`src/rtl/wb_rom_arbiter_if.sv`:
```
// Bus bundle between two Wishbone read masters, the arbiter and the shared instruction ROM.
// slave modport is the arbiter's view; master modport is the view of the surrounding system.
interface wb_rom_arbiter_if #(
    parameter int CNT_W = 16
);
    logic             M0_WB_CYC_IN;
    logic             M0_WB_STB_IN;
    logic [31:0]      M0_WB_ADR_IN;
    logic             M0_WB_ACK_OUT;
    logic [31:0]      M0_WB_DAT_RD_OUT;
    logic             M1_WB_CYC_IN;
    logic             M1_WB_STB_IN;
    logic [31:0]      M1_WB_ADR_IN;
    logic             M1_WB_ACK_OUT;
    logic [31:0]      M1_WB_DAT_RD_OUT;
    logic             S_WB_CYC_OUT;
    logic             S_WB_STB_OUT;
    logic [31:0]      S_WB_ADR_OUT;
    logic             S_WB_ACK_IN;
    logic [31:0]      S_WB_DAT_RD_IN;
    logic [1:0]       GRANT_OUT;
    logic [CNT_W-1:0] M0_BEATS_OUT;
    logic [CNT_W-1:0] M1_BEATS_OUT;

    modport slave (
        input  M0_WB_CYC_IN, M0_WB_STB_IN, M0_WB_ADR_IN,
        input  M1_WB_CYC_IN, M1_WB_STB_IN, M1_WB_ADR_IN,
        input  S_WB_ACK_IN, S_WB_DAT_RD_IN,
        output M0_WB_ACK_OUT, M0_WB_DAT_RD_OUT,
        output M1_WB_ACK_OUT, M1_WB_DAT_RD_OUT,
        output S_WB_CYC_OUT, S_WB_STB_OUT, S_WB_ADR_OUT,
        output GRANT_OUT, M0_BEATS_OUT, M1_BEATS_OUT
    );

    modport master (
        output M0_WB_CYC_IN, M0_WB_STB_IN, M0_WB_ADR_IN,
        output M1_WB_CYC_IN, M1_WB_STB_IN, M1_WB_ADR_IN,
        output S_WB_ACK_IN, S_WB_DAT_RD_IN,
        input  M0_WB_ACK_OUT, M0_WB_DAT_RD_OUT,
        input  M1_WB_ACK_OUT, M1_WB_DAT_RD_OUT,
        input  S_WB_CYC_OUT, S_WB_STB_OUT, S_WB_ADR_OUT,
        input  GRANT_OUT, M0_BEATS_OUT, M1_BEATS_OUT
    );
endinterface

```
`src/rtl/wb_rom_arbiter.sv`:
```
// Two-master Wishbone arbiter for the instruction ROM, grant held per CYC, 1-cycle DRAIN between owners.
// Grant 1 cycle after request, forwarding combinational; the non-owner is stalled (never ACKed).
module wb_rom_arbiter #(
    parameter bit ROUND_ROBIN = 1'b1,
    parameter int CNT_W       = 16
) (
    input  logic            CLK,
    input  logic            RST_ASYNC,
    wb_rom_arbiter_if.slave bus
);
    localparam logic [1:0] ST_IDLE  = 2'd0;
    localparam logic [1:0] ST_GNT0  = 2'd1;
    localparam logic [1:0] ST_GNT1  = 2'd2;
    localparam logic [1:0] ST_DRAIN = 2'd3;

    logic [1:0]       r_state;
    logic [1:0]       w_state_nxt;
    logic             r_last;          // 1 = M1 owned the bus most recently
    logic [CNT_W-1:0] r_beats0;
    logic [CNT_W-1:0] r_beats1;
    logic             w_arb;
    logic             w_pick0;
    logic             w_pick1;
    logic             w_gnt0;
    logic             w_gnt1;
    logic             w_beat0;
    logic             w_beat1;

    // M0 wins unless M1 also requests and round-robin says it is M1's turn
    assign w_pick0 = bus.M0_WB_CYC_IN &
                     (~bus.M1_WB_CYC_IN | (ROUND_ROBIN == 1'b0) | r_last);
    assign w_pick1 = bus.M1_WB_CYC_IN & ~w_pick0;
    assign w_arb   = (r_state == ST_IDLE) | (r_state == ST_DRAIN);
    assign w_gnt0  = (r_state == ST_GNT0);
    assign w_gnt1  = (r_state == ST_GNT1);
    assign w_beat0 = w_gnt0 & bus.S_WB_ACK_IN & bus.M0_WB_STB_IN;
    assign w_beat1 = w_gnt1 & bus.S_WB_ACK_IN & bus.M1_WB_STB_IN;

    always_comb begin
        w_state_nxt = r_state;
        case (r_state)
            ST_IDLE, ST_DRAIN: begin
                if (w_pick0) begin
                    w_state_nxt = ST_GNT0;
                end else if (w_pick1) begin
                    w_state_nxt = ST_GNT1;
                end else begin
                    w_state_nxt = ST_IDLE;
                end
            end
            ST_GNT0: if (!bus.M0_WB_CYC_IN) w_state_nxt = ST_DRAIN;
            ST_GNT1: if (!bus.M1_WB_CYC_IN) w_state_nxt = ST_DRAIN;
            default: w_state_nxt = ST_IDLE;
        endcase
    end

    always_ff @(posedge CLK or posedge RST_ASYNC) begin
        if (RST_ASYNC) begin
            r_state <= ST_IDLE;
            r_last  <= 1'b1;
        end else begin
            r_state <= w_state_nxt;
            if (w_arb && (w_pick0 || w_pick1)) begin
                r_last <= w_pick1;
            end
        end
    end

    always_ff @(posedge CLK or posedge RST_ASYNC) begin
        if (RST_ASYNC) begin
            r_beats0 <= '0;
            r_beats1 <= '0;
        end else begin
            if (w_beat0) r_beats0 <= r_beats0 + 1'b1;
            if (w_beat1) r_beats1 <= r_beats1 + 1'b1;
        end
    end

    // ACKs arriving in DRAIN/IDLE fall through: neither grant decode is active
    assign bus.S_WB_CYC_OUT     = (w_gnt0 & bus.M0_WB_CYC_IN) | (w_gnt1 & bus.M1_WB_CYC_IN);
    assign bus.S_WB_STB_OUT     = (w_gnt0 & bus.M0_WB_STB_IN) | (w_gnt1 & bus.M1_WB_STB_IN);
    assign bus.S_WB_ADR_OUT     = w_gnt0 ? bus.M0_WB_ADR_IN :
                                  w_gnt1 ? bus.M1_WB_ADR_IN : 32'd0;
    assign bus.M0_WB_ACK_OUT    = w_beat0;
    assign bus.M1_WB_ACK_OUT    = w_beat1;
    assign bus.M0_WB_DAT_RD_OUT = w_gnt0 ? bus.S_WB_DAT_RD_IN : 32'd0;
    assign bus.M1_WB_DAT_RD_OUT = w_gnt1 ? bus.S_WB_DAT_RD_IN : 32'd0;
    assign bus.GRANT_OUT        = {w_gnt1, w_gnt0};
    assign bus.M0_BEATS_OUT     = r_beats0;
    assign bus.M1_BEATS_OUT     = r_beats1;
endmodule

```
`src/flat_wrapper.sv`:
```
// flat-port wrapper written by rule: the top's interface ports become plain ports
module wb_rom_arbiter_flat 
#(
    parameter bit ROUND_ROBIN = 1'b1,
    parameter int CNT_W       = 16
)
  (CLK, RST_ASYNC, bus_M0_WB_CYC_IN, bus_M0_WB_STB_IN, bus_M0_WB_ADR_IN, bus_M1_WB_CYC_IN, bus_M1_WB_STB_IN, bus_M1_WB_ADR_IN, bus_S_WB_ACK_IN, bus_S_WB_DAT_RD_IN, bus_M0_WB_ACK_OUT, bus_M0_WB_DAT_RD_OUT, bus_M1_WB_ACK_OUT, bus_M1_WB_DAT_RD_OUT, bus_S_WB_CYC_OUT, bus_S_WB_STB_OUT, bus_S_WB_ADR_OUT, bus_GRANT_OUT, bus_M0_BEATS_OUT, bus_M1_BEATS_OUT);
  wb_rom_arbiter_if #(.CNT_W(CNT_W)) bus_i ();
  input  logic CLK;
  input  logic RST_ASYNC;
  input wire logic [$bits(bus_i.M0_WB_CYC_IN)-1:0] bus_M0_WB_CYC_IN;
  input wire logic [$bits(bus_i.M0_WB_STB_IN)-1:0] bus_M0_WB_STB_IN;
  input wire logic [$bits(bus_i.M0_WB_ADR_IN)-1:0] bus_M0_WB_ADR_IN;
  input wire logic [$bits(bus_i.M1_WB_CYC_IN)-1:0] bus_M1_WB_CYC_IN;
  input wire logic [$bits(bus_i.M1_WB_STB_IN)-1:0] bus_M1_WB_STB_IN;
  input wire logic [$bits(bus_i.M1_WB_ADR_IN)-1:0] bus_M1_WB_ADR_IN;
  input wire logic [$bits(bus_i.S_WB_ACK_IN)-1:0] bus_S_WB_ACK_IN;
  input wire logic [$bits(bus_i.S_WB_DAT_RD_IN)-1:0] bus_S_WB_DAT_RD_IN;
  output wire logic [$bits(bus_i.M0_WB_ACK_OUT)-1:0] bus_M0_WB_ACK_OUT;
  output wire logic [$bits(bus_i.M0_WB_DAT_RD_OUT)-1:0] bus_M0_WB_DAT_RD_OUT;
  output wire logic [$bits(bus_i.M1_WB_ACK_OUT)-1:0] bus_M1_WB_ACK_OUT;
  output wire logic [$bits(bus_i.M1_WB_DAT_RD_OUT)-1:0] bus_M1_WB_DAT_RD_OUT;
  output wire logic [$bits(bus_i.S_WB_CYC_OUT)-1:0] bus_S_WB_CYC_OUT;
  output wire logic [$bits(bus_i.S_WB_STB_OUT)-1:0] bus_S_WB_STB_OUT;
  output wire logic [$bits(bus_i.S_WB_ADR_OUT)-1:0] bus_S_WB_ADR_OUT;
  output wire logic [$bits(bus_i.GRANT_OUT)-1:0] bus_GRANT_OUT;
  output wire logic [$bits(bus_i.M0_BEATS_OUT)-1:0] bus_M0_BEATS_OUT;
  output wire logic [$bits(bus_i.M1_BEATS_OUT)-1:0] bus_M1_BEATS_OUT;
  assign bus_i.M0_WB_CYC_IN = bus_M0_WB_CYC_IN;
  assign bus_i.M0_WB_STB_IN = bus_M0_WB_STB_IN;
  assign bus_i.M0_WB_ADR_IN = bus_M0_WB_ADR_IN;
  assign bus_i.M1_WB_CYC_IN = bus_M1_WB_CYC_IN;
  assign bus_i.M1_WB_STB_IN = bus_M1_WB_STB_IN;
  assign bus_i.M1_WB_ADR_IN = bus_M1_WB_ADR_IN;
  assign bus_i.S_WB_ACK_IN = bus_S_WB_ACK_IN;
  assign bus_i.S_WB_DAT_RD_IN = bus_S_WB_DAT_RD_IN;
  assign bus_M0_WB_ACK_OUT = bus_i.M0_WB_ACK_OUT;
  assign bus_M0_WB_DAT_RD_OUT = bus_i.M0_WB_DAT_RD_OUT;
  assign bus_M1_WB_ACK_OUT = bus_i.M1_WB_ACK_OUT;
  assign bus_M1_WB_DAT_RD_OUT = bus_i.M1_WB_DAT_RD_OUT;
  assign bus_S_WB_CYC_OUT = bus_i.S_WB_CYC_OUT;
  assign bus_S_WB_STB_OUT = bus_i.S_WB_STB_OUT;
  assign bus_S_WB_ADR_OUT = bus_i.S_WB_ADR_OUT;
  assign bus_GRANT_OUT = bus_i.GRANT_OUT;
  assign bus_M0_BEATS_OUT = bus_i.M0_BEATS_OUT;
  assign bus_M1_BEATS_OUT = bus_i.M1_BEATS_OUT;
  wb_rom_arbiter #(.ROUND_ROBIN(ROUND_ROBIN), .CNT_W(CNT_W)) u_core (.CLK(CLK), .RST_ASYNC(RST_ASYNC), .bus(bus_i));
endmodule
```
`config.mk`:
```
export PLATFORM = sky130hd
export DESIGN_NAME = wb_rom_arbiter_flat
export DESIGN_NICKNAME = d
export VERILOG_FILES = /design/src/rtl/wb_rom_arbiter_if.sv /design/src/rtl/wb_rom_arbiter.sv /design/src/flat_wrapper.sv
export SDC_FILE = /design/constraint.sdc
export NUM_CORES = 1
export LEC_CHECK = 0
export BUFFER_PORTS_ARGS = -buffer_cell sky130_fd_sc_hd__buf_2
export CAP_MARGIN = 20
export CORE_AREA = 2 2 91 93
export DETAILED_ROUTE_END_ITERATION = 12
export DIE_AREA = 0 0 93 95
export PLACE_DENSITY_LB_ADDON = 0.12
export SLEW_MARGIN = 30
export SYNTH_ARGS = -nofsm -noshare
export SYNTH_HDL_FRONTEND = slang
export SYNTH_SLANG_ARGS = --single-unit
```
`constraint.sdc`:
```
create_clock -name CLK -period 4.3 [get_ports CLK]
set_input_delay 0.215 -clock CLK [delete_from_list [all_inputs] [get_ports CLK]]
set_output_delay 0.215 -clock CLK [all_outputs]
set_load 0.02 [all_outputs]
```
Word level (Yosys, flattened, before mapping):

Cells that the tools add are included.

* add/sub/neg operators: 2
* eq/ne operators: 5
* mux-type cells: 9
* bitwise logic cells: 16
* reductions and logical operators: 5

Operators with widths (count)
* $mux W32: 4
* $add A16 B1 Y16 const B: 2
* $and A1 B1 Y1: 10
* $mux W2: 4
* $pmux W2 S3: 1
* $eq A2 B2 Y1 const B: 2
* $ne A2 B2 Y1 const B: 2
* $or A1 B1 Y1: 4
* $eq A2 B1 Y1 const B: 1
* $logic_not A2 Y1: 1
* $not A1 Y1: 2
* $reduce_and A2 Y1: 1
* $reduce_or A2 Y1: 1
* $logic_and A1 B1 Y1: 1
* $logic_or A1 B1 Y1: 1

* flip-flop bits (word level): 35
* logic and storage cells: 41

Longest topological paths before layout:

* depth in word-level cells: 8
* depth in mapped cells: 8

Worst setup path after synthesis:

OpenSTA, ideal clock, no wires.

* path type: flip-flop to output port
* start: register u_core.r_state[0]
* end: output port bus_S_WB_ADR_OUT[30]
* arrival: 1612 ps
* path slack: 2473 ps
* stages on the path, launching flop included: 6
* cell sequence: dfrtp_1 ha_1 buf_2 clkbuf_1 clkbuf_1 o21ai_0

* elaborated cells on any way between the ends: 4

RTL lines
* start: declaration: RTL line wb_rom_arbiter.sv:16 `logic [1:0] r_state;`
* start signal: assignment: RTL line wb_rom_arbiter.sv:62 `r_state <= w_state_nxt;`
* $eq A2 B1 Y1: RTL line wb_rom_arbiter.sv:34 `assign w_gnt0 = (r_state == ST_GNT0);`
* net u_core.w_gnt0: RTL line wb_rom_arbiter.sv:24 `logic w_gnt0;`
* $mux W32: RTL line wb_rom_arbiter.sv:82 `assign bus.S_WB_ADR_OUT = w_gnt0 ? bus.M0_WB_ADR_IN :`
* end: declaration: RTL line flat_wrapper.sv:25 `output wire logic [$bits(bus_i.S_WB_ADR_OUT)-1:0] bus_S_WB_ADR_OUT;`

The timed path passes the listed nets, and every way through them passes these cells.

Worst setup path in the final report:

* start: register u_core.r_state[0]
* end: output port bus_S_WB_ADR_OUT[0]

* word-level cells in the longest chain between the ends: 3
* elaborated cells on any way between the ends: 4

Ends and longest elaborated chain
* $eq A2 B2 Y1: RTL line wb_rom_arbiter.sv:35 `assign w_gnt1 = (r_state == ST_GNT1);`
* $mux W32: RTL line wb_rom_arbiter.sv:83 `w_gnt1 ? bus.M1_WB_ADR_IN : 32'd0;`
* $mux W32 (*): RTL line wb_rom_arbiter.sv:82

Every way passes the cells marked *; elsewhere a longest branch is shown, timed or not.

==> run_summary.xml <==
<?xml version="1.0" encoding="UTF-8"?>
<metrics>
  <group name="status">
    <metric name="run_status" unit="">finished clean</metric>
  </group>
  <group name="timing">
    <metric name="timing.hold.ws" unit="ns">0.0167</metric>
    <metric name="worst-slew-pin-transition" unit="ns">0.686</metric>
    <metric name="maxSlewViolCount" unit="">0</metric>
    <metric name="period_needed" unit="ns">2.40</metric>
    <metric name="fin_crit_sh" unit="%">55.7</metric>
    <metric name="final_total_negative_setup_slack" unit="ns">0</metric>
    <metric name="unrepaired_setup_endpoints_after_global_routing" unit="">false</metric>
    <metric name="setup-violations-final" unit="">0</metric>
    <metric name="timing.fmax" unit="MHz">417</metric>
    <metric name="timing.final.hold_violations" unit="">0</metric>
    <metric name="worst_slew_margin_rel" unit="%">54.2</metric>
    <metric name="clk_skew" unit="ns">0.00492</metric>
  </group>
  <group name="global_route">
    <metric name="grt_antenna_before_repair" unit="">0</metric>
    <metric name="first_global_vias" unit="">2447</metric>
    <metric name="grt_util_all_layers" unit="%">20.6</metric>
    <metric name="grt_overflow" unit="">0</metric>
    <metric name="grt_max_degree" unit="">71</metric>
    <metric name="grt_pass1_wl" unit="um">13800</metric>
  </group>
  <group name="routing">
    <metric name="drt-total-wl" unit="um">9530</metric>
    <metric name="wl_per_cell" unit="um">16.1</metric>
    <metric name="detailroute.via_count" unit="">2736</metric>
    <metric name="detail_route.iter0.violations" unit="">104</metric>
    <metric name="route.antenna.remaining_nets" unit="">0</metric>
    <metric name="viasPerCell" unit="">4.62</metric>
    <metric name="remaining_drc_errors" unit="">0</metric>
    <metric name="dr.pass1.iters" unit="">4</metric>
  </group>
  <group name="die">
    <metric name="design.portCount" unit="">237</metric>
    <metric name="design.die.area" unit="sq mm">0.00884</metric>
    <metric name="fp.dieH" unit="um">95</metric>
    <metric name="initial_core_util" unit="%">29.7</metric>
    <metric name="rows" unit="">33</metric>
    <metric name="floorplan.core_area" unit="sq mm">0.00793</metric>
    <metric name="dieWidth" unit="um">93</metric>
  </group>
  <group name="synthesis">
    <metric name="post_synthesis_mean_instance_area" unit="sq um">9.16</metric>
    <metric name="synth.distinct_cells" unit="">29</metric>
    <metric name="ys_warn_count" unit="">0</metric>
    <metric name="postSynthNetCount" unit="">364</metric>
    <metric name="synth_seq_area_share" unit="%">37.3</metric>
    <metric name="synth.cell_area" unit="sq mm">0.00235</metric>
    <metric name="synthCells" unit="">257</metric>
    <metric name="synth_seq_cells" unit="">35</metric>
  </group>
  <group name="critical_path">
    <metric name="cell_family_with_most_cp_delay" unit="">simple AND/OR/NAND/NOR gates</metric>
    <metric name="critical_path.max_fanout" unit="">70</metric>
    <metric name="cpPeakStageDelay" unit="ns">0.64</metric>
    <metric name="timing.critical_path.arrival" unit="ns">2.18</metric>
    <metric name="cp_data_required_time" unit="ns">4.09</metric>
    <metric name="worstPathCellList" unit="">ha_4 -&gt; nor2b_4 -&gt; a22o_1 -&gt; buf_2</metric>
    <metric name="critPathKind" unit="">register to output port</metric>
    <metric name="setup.worst_path.end_class" unit="">output port</metric>
    <metric name="start_kind" unit="">register</metric>
    <metric name="worstPathBufferInverterCount" unit="">1</metric>
    <metric name="timing.critical_path.slowest_stage_cell" unit="">sky130_fd_sc_hd__nor2b_4</metric>
  </group>
  <group name="flow_run">
    <metric name="drv_cap" unit="">0</metric>
  </group>
  <group name="placement">
    <metric name="detailed_place_hpwl" unit="um">7950</metric>
    <metric name="placement.io_buffers" unit="">236</metric>
    <metric name="finalWeightedCongestion" unit="">0.862</metric>
  </group>
  <group name="clock_tree">
    <metric name="clock_sinks" unit="">35</metric>
    <metric name="root_buffer" unit="">sky130_fd_sc_hd__clkbuf_8</metric>
    <metric name="worstSkewPairLatency" unit="ns">0.28</metric>
    <metric name="ctsResizeCount" unit="">0</metric>
    <metric name="ctsHtreeMaxLevel" unit="">2</metric>
    <metric name="worst_setup_hold_path_clk_slew" unit="ns">0.07</metric>
    <metric name="hold_buffers" unit="">0</metric>
    <metric name="post_cts_setup_buffer_count" unit="">0</metric>
    <metric name="cts_tree" unit="">done</metric>
    <metric name="clock_tree_buffer_depth" unit="">2</metric>
    <metric name="cts_made_buffers" unit="">5</metric>
  </group>
  <group name="finish">
    <metric name="drive_gt1_share" unit="%">52.6</metric>
    <metric name="area_growth_from_synthesis_to_layout" unit="%">57.8</metric>
    <metric name="nets" unit="">592</metric>
  </group>
  <group name="power">
    <metric name="worst_ir_drop_vdd" unit="uV">253</metric>
    <metric name="power.density" unit="mW/mm^2">542</metric>
    <metric name="power.static_leakage" unit="nW">2.25</metric>
  </group>
  <group name="worst_hold_path">
    <metric name="hold_path.class" unit="">primary input to async pin</metric>
  </group>
</metrics>
==> power by group <==
group	leakage (nW)	switching [mW]	total (mW)	internal (mW)
combinational	1.73	0.859	1.34	0.479
clock	0.0471	0.115	0.240	0.126
sequential	0.465	0.0603	0.436	0.375
==> synthesized netlist by cell type, drive strengths merged <==
| cell | n | area share [%] |
|---|---|---|
| dfrtp | 34 | 36 |
| nor3 | 3 | 0.85 |
| dfstp | 1 | 1.1 |
| ha | 4 | 2.1 |
| nand2 | 20 | 3.2 |
| o21ai | 2 | 0.43 |
| and3 | 4 | 1.1 |
| nor2b | 1 | 0.27 |
| nand4 | 10 | 2.9 |
| buf | 7 | 1.8 |
| clkbuf | 10 | 1.6 |
| nand3 | 11 | 2.8 |
| inv | 8 | 1.3 |
| nor4 | 1 | 0.90 |
| nor2 | 8 | 1.4 |
| a31oi | 3 | 0.80 |
| a22oi | 1 | 0.32 |
| xor2 | 8 | 3.0 |
| a21oi | 1 | 0.21 |
| and2 | 64 | 17 |
| and4 | 2 | 0.74 |
| a22o | 32 | 12 |
| xnor2 | 22 | 8.2 |
==> stage by stage <==
step	area, sq um	utilization, %	std cells	total power [mW]	setup WS (ns)
after floorplan	2350	-	257	1.32	2.47
after global placement	3610	45.5	583	1.78	1.57
after detailed placement	3620	45.7	583	1.80	2.10
after CTS	3710	46.8	590	2.04	1.85
after global routing	3710	46.8	590	2.15	1.72
final	3710	46.8	592	2.01	1.90
==> layout make-up <==
type                       instances  area (sq um)
antenna                            2          5.00
inverter                           8          30.0
sequential                        35           877
timing repair buffer             238          1200
tap                              105           131
clock inverter                     1          5.00
fill                             848          4210
clock buffer                       6          82.6
multi-input combinational        197          1390
==> tightest hold or removal path, delay by kind of cell <==
kind / cells / cell delay (ns)
buffers and inverters: 3 / 0.52
==> routing by layer <==
layer / track usage (%) / vias up / share of wire (%)
li1: - / 1336 / -
met1: 28.6 / 1246 / 43
met2: 30.9 / 136 / 45
met3: 6.23 / 18 / 9.5
met4: 5.88 / 0 / 2.2
met5: 0 / - / 0
==> sequential cells by signal, summed over array words and instances (netlist names) <==
| signal | flops |
|---|---|
| u_core.bus.M0_BEATS_OUT | 16 |
| u_core.bus.M1_BEATS_OUT | 16 |
| u_core.r_last | 1 |
| u_core.r_state | 2 |
==> placed cells by master, fill, tap and decap left out, drive strengths merged <==
| cell type | netlist | routed |
|---|---|---|
| a21oi | 1 | 1 |
| xnor2 | 22 | 22 |
| a22oi | 1 | 1 |
| a31oi | 3 | 3 |
| dfrtp | 34 | 34 |
| dfstp | 1 | 1 |
| nand2 | 20 | 20 |
| diode | 0 | 2 |
| nand4 | 10 | 10 |
| and2 | 64 | 64 |
| nand3 | 11 | 11 |
| buf | 7 | 238 |
| o21ai | 2 | 2 |
| inv | 8 | 8 |
| nor4 | 1 | 1 |
| clkbuf | 10 | 6 |
| a22o | 32 | 32 |
| and4 | 2 | 2 |
| nor3 | 3 | 3 |
| ha | 4 | 4 |
| nor2b | 1 | 1 |
| xor2 | 8 | 8 |
| nor2 | 8 | 8 |
| clkinv | 0 | 1 |
| and3 | 4 | 4 |
==> final timing paths <==
| path | cells past startpoint | slack [ns] | from | endpoint |
|---|---|---|---|---|
| min in group CLK | 2 | 0.12 | bus_M0_WB_CYC_IN | u_core.r_last$_DFFE_PP1P_ |
| worst max register to register | 6 | 2.14 | u_core.r_state[1]$_DFFE_PP0P_ | u_core.bus.M0_BEATS_OUT[6]$_DFFE_PP0P_ |
| worst min register to register | 1 | 0.46 | u_core.bus.M1_BEATS_OUT[15]$_DFFE_PP0P_ | u_core.bus.M1_BEATS_OUT[15]$_DFFE_PP0P_ |
| worst min-delay path | 3 | 0.02 | RST_ASYNC | u_core.bus.M1_BEATS_OUT[15]$_DFFE_PP0P_ |
| worst max-delay path | 4 | 1.90 | u_core.r_state[0]$_DFFE_PP0P_ | bus_S_WB_ADR_OUT[0] |
| max in group asynchronous | 3 | 3.93 | RST_ASYNC | u_core.r_last$_DFFE_PP1P_ |
==> kinds of logic (layout without fill, tap and decap cells) <==
logic type	after synthesis	after routing	synth area share, %
and+or+nand+nor	124	124	31.1
AOI/OAI and AO/OA	39	39	13.7
xor gates and xnor gates	30	30	11.2
other	0	2	0
DFF	35	35	37.3
adders and majority gates	4	4	2.13
buffers and inverters	25	253	4.68
No activity file was read; power rests on OpenSTA's default activity.
